$ cat config.mk
export PLATFORM = sky130hd
export DESIGN_NAME = dma_xfer_timing
export DESIGN_NICKNAME = d
export VERILOG_FILES = /design/src/rtl/dma_xfer_timing.sv
export SDC_FILE = /design/constraint.sdc
export NUM_CORES = 1
export LEC_CHECK = 0
export ABC_CLOCK_PERIOD_IN_PS = 8000
export CORE_MARGIN = 2
export CORE_UTILIZATION = 45
export DETAILED_ROUTE_END_ITERATION = 8
export DONT_BUFFER_PORTS = 1
export SETUP_SLACK_MARGIN = 0.02
export SYNTH_ARGS = -nofsm -noshare
export SYNTH_HDL_FRONTEND = slang
export SYNTH_SLANG_ARGS = --single-unit
$ cat constraint.sdc
create_clock -name clk -period 8 [get_ports clk]
set_clock_uncertainty 0.2 [all_clocks]
set_input_delay 0.8 -clock clk [delete_from_list [all_inputs] [get_ports clk]]
set_output_delay 0.8 -clock clk [all_outputs]
set_load 0.01 [all_outputs]
$ cat src/rtl/dma_xfer_timing.sv
`timescale 1ns/1ps
`default_nettype none
// +----------------------------------------------------------------------------+
// | dma_xfer_timing : single-transfer bus timing engine, per-channel address/  |
// |                   count registers, strobes, DACK, EOP and TC status.       |
// | Revision 1.0                                                               |
// +----------------------------------------------------------------------------+
module dma_xfer_timing #(
    parameter int AW  = 16,
    parameter int NCH = 4
) (
    input  logic           clk,
    input  logic           reset_n,
    input  logic [NCH-1:0] dack_in,
    input  logic           hlda,
    input  logic           ready,
    input  logic           prog_we,
    input  logic [1:0]     prog_ch,
    input  logic [1:0]     prog_sel,
    input  logic [AW-1:0]  prog_data,
    input  logic           tc_clr,
    output logic           hrq,
    output logic [NCH-1:0] dack,
    output logic [AW-1:0]  addr,
    output logic           memr_n,
    output logic           memw_n,
    output logic           ior_n,
    output logic           iow_n,
    output logic           eop_n,
    output logic [NCH-1:0] tc_status,
    output logic           busy
);

    typedef enum logic [2:0] {
        SI = 3'd0,
        S0 = 3'd1,
        S1 = 3'd2,
        S2 = 3'd3,
        S3 = 3'd4,
        SW = 3'd5,
        S4 = 3'd6
    } state_e;

    state_e          state_q, state_d;
    logic [1:0]      ch_q, ch_d;
    logic            hrq_q, hrq_d;
    logic [NCH-1:0]  dack_q, dack_d;
    logic [AW-1:0]   addr_q, addr_d;
    logic            memr_q, memr_d, memw_q, memw_d;
    logic            ior_q, ior_d, iow_q, iow_d, eop_q, eop_d;
    logic [NCH-1:0]  tc_q, tc_d;
    logic [AW-1:0]   base_addr_q [NCH], base_addr_d [NCH];
    logic [AW-1:0]   base_cnt_q  [NCH], base_cnt_d  [NCH];
    logic [AW-1:0]   cur_addr_q  [NCH], cur_addr_d  [NCH];
    logic [AW-1:0]   cur_cnt_q   [NCH], cur_cnt_d   [NCH];
    logic [1:0]      mode_q      [NCH], mode_d      [NCH];

    logic [1:0]      w_first_ch;
    logic            w_locked;
    logic [NCH-1:0]  w_tc_set;
    logic [1:0]      w_mode;
    logic            w_wr_mode, w_rd_mode, w_rd_phase, w_wr_phase;

    always_ff @(posedge clk or negedge reset_n) begin
        if (!reset_n) begin
            state_q <= SI;
            ch_q    <= '0;
            hrq_q   <= 1'b0;
            dack_q  <= '0;
            addr_q  <= '0;
            memr_q  <= 1'b1;
            memw_q  <= 1'b1;
            ior_q   <= 1'b1;
            iow_q   <= 1'b1;
            eop_q   <= 1'b1;
            tc_q    <= '0;
            for (int i = 0; i < NCH; i++) begin
                base_addr_q[i] <= '0;
                base_cnt_q[i]  <= '0;
                cur_addr_q[i]  <= '0;
                cur_cnt_q[i]   <= '0;
                mode_q[i]      <= 2'b00;
            end
        end else begin
            state_q     <= state_d;
            ch_q        <= ch_d;
            hrq_q       <= hrq_d;
            dack_q      <= dack_d;
            addr_q      <= addr_d;
            memr_q      <= memr_d;
            memw_q      <= memw_d;
            ior_q       <= ior_d;
            iow_q       <= iow_d;
            eop_q       <= eop_d;
            tc_q        <= tc_d;
            base_addr_q <= base_addr_d;
            base_cnt_q  <= base_cnt_d;
            cur_addr_q  <= cur_addr_d;
            cur_cnt_q   <= cur_cnt_d;
            mode_q      <= mode_d;
        end
    end

    always_comb begin
        state_d     = state_q;
        ch_d        = ch_q;
        addr_d      = addr_q;
        base_addr_d = base_addr_q;
        base_cnt_d  = base_cnt_q;
        cur_addr_d  = cur_addr_q;
        cur_cnt_d   = cur_cnt_q;
        mode_d      = mode_q;
        w_tc_set    = '0;
        w_first_ch  = '0;

        for (int i = NCH - 1; i >= 0; i--) begin
            if (dack_in[i]) w_first_ch = 2'(i);
        end

        // In S0 the channel about to be latched is already protected.
        if (state_q == S0)
            w_locked = (|dack_in) && (prog_ch == w_first_ch);
        else
            w_locked = (state_q != SI) && (prog_ch == ch_q);

        if (prog_we && !w_locked) begin
            case (prog_sel)
                2'd0: begin
                    base_addr_d[prog_ch] = prog_data;
                    cur_addr_d[prog_ch]  = prog_data;
                end
                2'd1: begin
                    base_cnt_d[prog_ch] = prog_data;
                    cur_cnt_d[prog_ch]  = prog_data;
                end
                2'd2:    mode_d[prog_ch] = prog_data[1:0];
                default: ;
            endcase
        end

        case (state_q)
            SI: if (|dack_in) state_d = S0;
            S0: begin
                if (hlda) begin
                    if (|dack_in) begin
                        state_d = S1;
                        ch_d    = w_first_ch;
                        addr_d  = cur_addr_q[w_first_ch];
                    end else begin
                        state_d = SI;
                    end
                end
            end
            S1: state_d = S2;
            S2: state_d = S3;
            S3: state_d = ready ? S4 : SW;
            SW: if (ready) state_d = S4;
            S4: begin
                state_d = SI;
                if (cur_cnt_q[ch_q] == '0) begin
                    w_tc_set[ch_q]   = 1'b1;
                    cur_addr_d[ch_q] = base_addr_q[ch_q];
                    cur_cnt_d[ch_q]  = base_cnt_q[ch_q];
                end else begin
                    cur_addr_d[ch_q] = cur_addr_q[ch_q] + AW'(1);
                    cur_cnt_d[ch_q]  = cur_cnt_q[ch_q] - AW'(1);
                end
            end
            default: state_d = SI;
        endcase

        tc_d = (tc_clr ? '0 : tc_q) | w_tc_set;

        // Outputs are registered from the next state so they line up with it.
        w_mode     = mode_q[ch_d];
        w_wr_mode  = (w_mode == 2'b01);
        w_rd_mode  = (w_mode == 2'b10);
        w_rd_phase = (state_d == S2) || (state_d == S3) || (state_d == SW);
        w_wr_phase = (state_d == S3) || (state_d == SW);

        hrq_d  = (state_d != SI);
        dack_d = (state_d inside {S1, S2, S3, SW, S4}) ? (NCH'(1) << ch_d) : '0;
        ior_d  = !(w_wr_mode && w_rd_phase);
        memw_d = !(w_wr_mode && w_wr_phase);
        memr_d = !(w_rd_mode && w_rd_phase);
        iow_d  = !(w_rd_mode && w_wr_phase);
        eop_d  = !((state_d == S4) && (cur_cnt_q[ch_d] == '0));
    end

    assign hrq       = hrq_q;
    assign dack      = dack_q;
    assign addr      = addr_q;
    assign memr_n    = memr_q;
    assign memw_n    = memw_q;
    assign ior_n     = ior_q;
    assign iow_n     = iow_q;
    assign eop_n     = eop_q;
    assign tc_status = tc_q;
    assign busy      = (state_q != SI);

endmodule
`default_nettype wire

==> flow_summary.toml <==
[cells_and_area]
fillers = 3085
diodes = 0
syn_to_final_growth_pct = 8.72
nNetsFinal = 1279
drive_gt1_frac = 0.282

[die]
core-area_um2 = 35500
ios = 61
fp.dieW_um = 194
initial_core_util = 0.456
rows = 69
die_area_um2 = 37500
die_y_um = 194

[setup_path]
start_kind = "flip-flop"
path_buf_inv = 2
cp_cell_sequence = "buf_4 > mux4_2 > inv_1 > ha_1 > and2b_1 > and3_4 > nand2_4 > o21ai_1 > mux2i_1"
critical_path_required_ns = 8.19
worstSetupPathType = "flip-flop to flip-flop"
crit_family = "simple AND/OR/NAND/NOR gates"
crit_path_top_delay_cell = "mux4_2"
crit_arrival_ns = 4.41
endpoint_kind = "flip-flop"
max_stage_delay_ns = 0.65
path_max_fanout = 29

[drt]
first_pass_iters = 8
finalWirelength_mm = 43.3
avgViaCountPerCell = 6.17
wl_per_cell_um = 25.0
vias = 10674
drc = 0
ant_nets = 0
first_iter_violations = 838

[synthesis]
synth_compound_area_frac = 0.0525
synth_top_cell_by_area = "dfrtp_1"
syn-cell-area_um2 = 16200
yosys.area_share.simple = 0.0912
synth_top_area_share = 0.454
ys_dominant_reg_cell = "dfrtp_1"
synth_xor_area_frac = 0.0114
yosysWarnings = 0
muxShareOfSynthArea = 0.343
synthCells = 1281
async_reset_ff_frac = 1.00
seq_area_frac_synth = 0.462
avgSynthCellArea_um2 = 12.6
ys_ff_latch = 299
synthAdderAreaFrac = 0.00155
synth_edf_count = 0
synth_cell_types = 79
yosys-top-cells-area = "dfrtp_1 (45%), mux2i_1 (12%), mux2_2 (11%), mux4_2 (10%), nand2_1 (2.4%)"
synthTopCellsByCount = "dfrtp_1 (294), mux2i_1 (194), mux2_2 (156)"
synth_top_family_by_area = "multiplexers"
yosysMostFrequentCell = "dfrtp_1"
syn_nets = 1313

[global_route]
first_global_vias = 10798
grt_util_all_layers = 0.234
overflow = 0
antenna_found_initial = 2
grt_pass1_wl_mm = 68.1
grt_max_degree = 300

[pwr]
internal_power_uw = 4520
power_density_nw_per_um2 = 413
swShare = 0.378
seq_power_share = 0.379
combPwrFrac = 0.411
power_frac_clock = 0.210
p_leak_uw = 0.00796
vdd_drop_max_mv = 0.272
power_uw = 7270
switchingPower_uw = 2750

[placed_design]
io_buffers = 0
place_ws_ns = 3.79
hpwlAfterDp_mm = 26.9
finalWeightedCongestion = 0.895

[timing]
fin_crit_ns = 4.22
fin_ws_ns = 3.78
hold_viol_final = 0
timing.final.crit_share = 0.528
max_slew.worst_pin.slew_ns = 1.20
rsz0062_at_grt = "false"
maxSlewHeadroom = 0.196
finalHoldWorstSlack_ns = 0.0827
report.final.slew_viol_count = 0
timing.setup.tns_ns = 0
max_freq_mhz = 237
setup_viol = 0

[clocking]
post_cts_resize_count = 0
clock_path_buffers = 3
htreeDepth = 2
cts_buffers = 35
worstSkewPairLatency_ns = 0.52
post_cts_buffers = 0
clockRootBuffer = "clkbuf_16"
cts_num_sinks = 299
clkTransAtPathRegs_ns = 0.06
cts_tree = "done"

[flow_run]
drv_cap = 0

[run_status]
status = "finished clean"

[worst_hold_path]
hold_path_class = "input pin to async pin"
==> registers in the layout, summed over array words and instances (netlist names) <==
| name | cells |
|---|---|
| base_addr_q | 64 |
| base_cnt_q | 64 |
| cur_addr_q | 64 |
| cur_cnt_q | 64 |
| addr | 16 |
| mode_q | 8 |
| dack | 4 |
| tc_status | 4 |
| state_q | 3 |
| ch_q | 2 |
| eop_n | 1 |
| hrq | 1 |
| ior_n | 1 |
| iow_n | 1 |
| memr_n | 1 |
| memw_n | 1 |
==> placed cells by master (no fill, tap or decap), types with 8 or more instances in the layout <==
cell type,netlist,layout
xor2_1,8,8
o21ai_1,8,8
nand4_1,18,18
mux2_2,156,156
nand3_2,5,9
xnor2_1,13,13
clkbuf_1,40,12
nand2_1,104,104
o21ai_0,43,43
inv_1,17,17
buf_4,16,25
nor3_1,12,9
nand3_1,18,14
nor4_1,20,20
o22ai_1,17,17
nor2_1,45,45
clkbuf_16,0,37
a21oi_1,20,19
mux4_2,73,73
dfrtp_1,294,292
mux2i_1,194,194
==> metal layers <==
layer | vias up | part of all wire | track usage
li1 | 4716 | - | -
met1 | 5586 | 0.46 | 0.341
met2 | 299 | 0.46 | 0.360
met3 | 73 | 0.055 | 0.0404
met4 | 0 | 0.025 | 0.0681
met5 | - | 0 | 0
==> worst reg2reg max path: cells and delay by family (launching register included) <==
family	cells	cell delay [ns]
and+or+nand+nor	3	1.16
muxes	2	0.80
buffers and inverters	2	0.70
DFF	1	0.60
AOI/OAI and AO/OA	1	0.44
adders and majority gates	1	0.20
==> worst paths after layout <==
check	startpoint	end	slack (ns)	cells past startpoint
max	ch_q[0]	cur_addr_q[0]	3.78	9
min	reset_n	dack[0]	0.08	1
max reg2reg	ch_q[0]	cur_addr_q[0]	3.78	9
min reg2reg	base_addr_q[41]	base_addr_q[41]	0.28	2
max in group asynchronous	reset_n	ch_q[0]	6.09	2
min in group clk	tc_clr	tc_status[2]	0.18	1
==> area by class of cell <==
class,instances,area (um2),share of cell area
Clock inverter,5,31.3,0.00178
Multi-Input combinational cell,866,8140,0.462
Tap cell,461,577,0.0328
Clock buffer,55,1050,0.0598
Sequential cell,299,7500,0.426
Inverter,18,67.6,0.00384
Timing Repair Buffer,27,243,0.0138
==> power groups by stage <==
| stage | sequential [uW] | clock [uW] | combinational [uW] |
|---|---|---|---|
| final | 2760 | 1530 | 2990 |
| after global routing | 2850 | 1620 | 3250 |
| after floorplan | 2540 | 0 | 2440 |
| after CTS | 2750 | 1560 | 2980 |
| after detailed placement | 2770 | 0 | 2930 |
| after global placement | 2750 | 0 | 2890 |
==> cells by family (layout without fill, tap and decap cells) <==
group	Yosys count	count (layout)
AO/OA/AOI/OAI	133	133
XOR/XNOR	21	21
adder cells (fa/ha/maj)	2	2
buffers and inverters	116	105
flip-flops	299	299
multiplexers	434	434
AND/OR/NAND/NOR	276	276
==> metrics by stage <==
| step | instance area, um2 | cells | utilization |
|---|---|---|---|
| final | 17600 | 1731 | 0.496 |
| after global routing | 17600 | 1731 | 0.496 |
| after CTS | 17600 | 1730 | 0.495 |
| after global placement | 16500 | 1669 | 0.464 |
| after detailed placement | 16500 | 1669 | 0.464 |
| after floorplan | 16200 | 1281 | - |
==> repair_timing <==
item                       in CTS  in global routing
setup endpoints to repair       0                  0
hold buffers                    1                  0
hold endpoints to repair      299                  0
No activity file was read; power rests on OpenSTA's default activity.
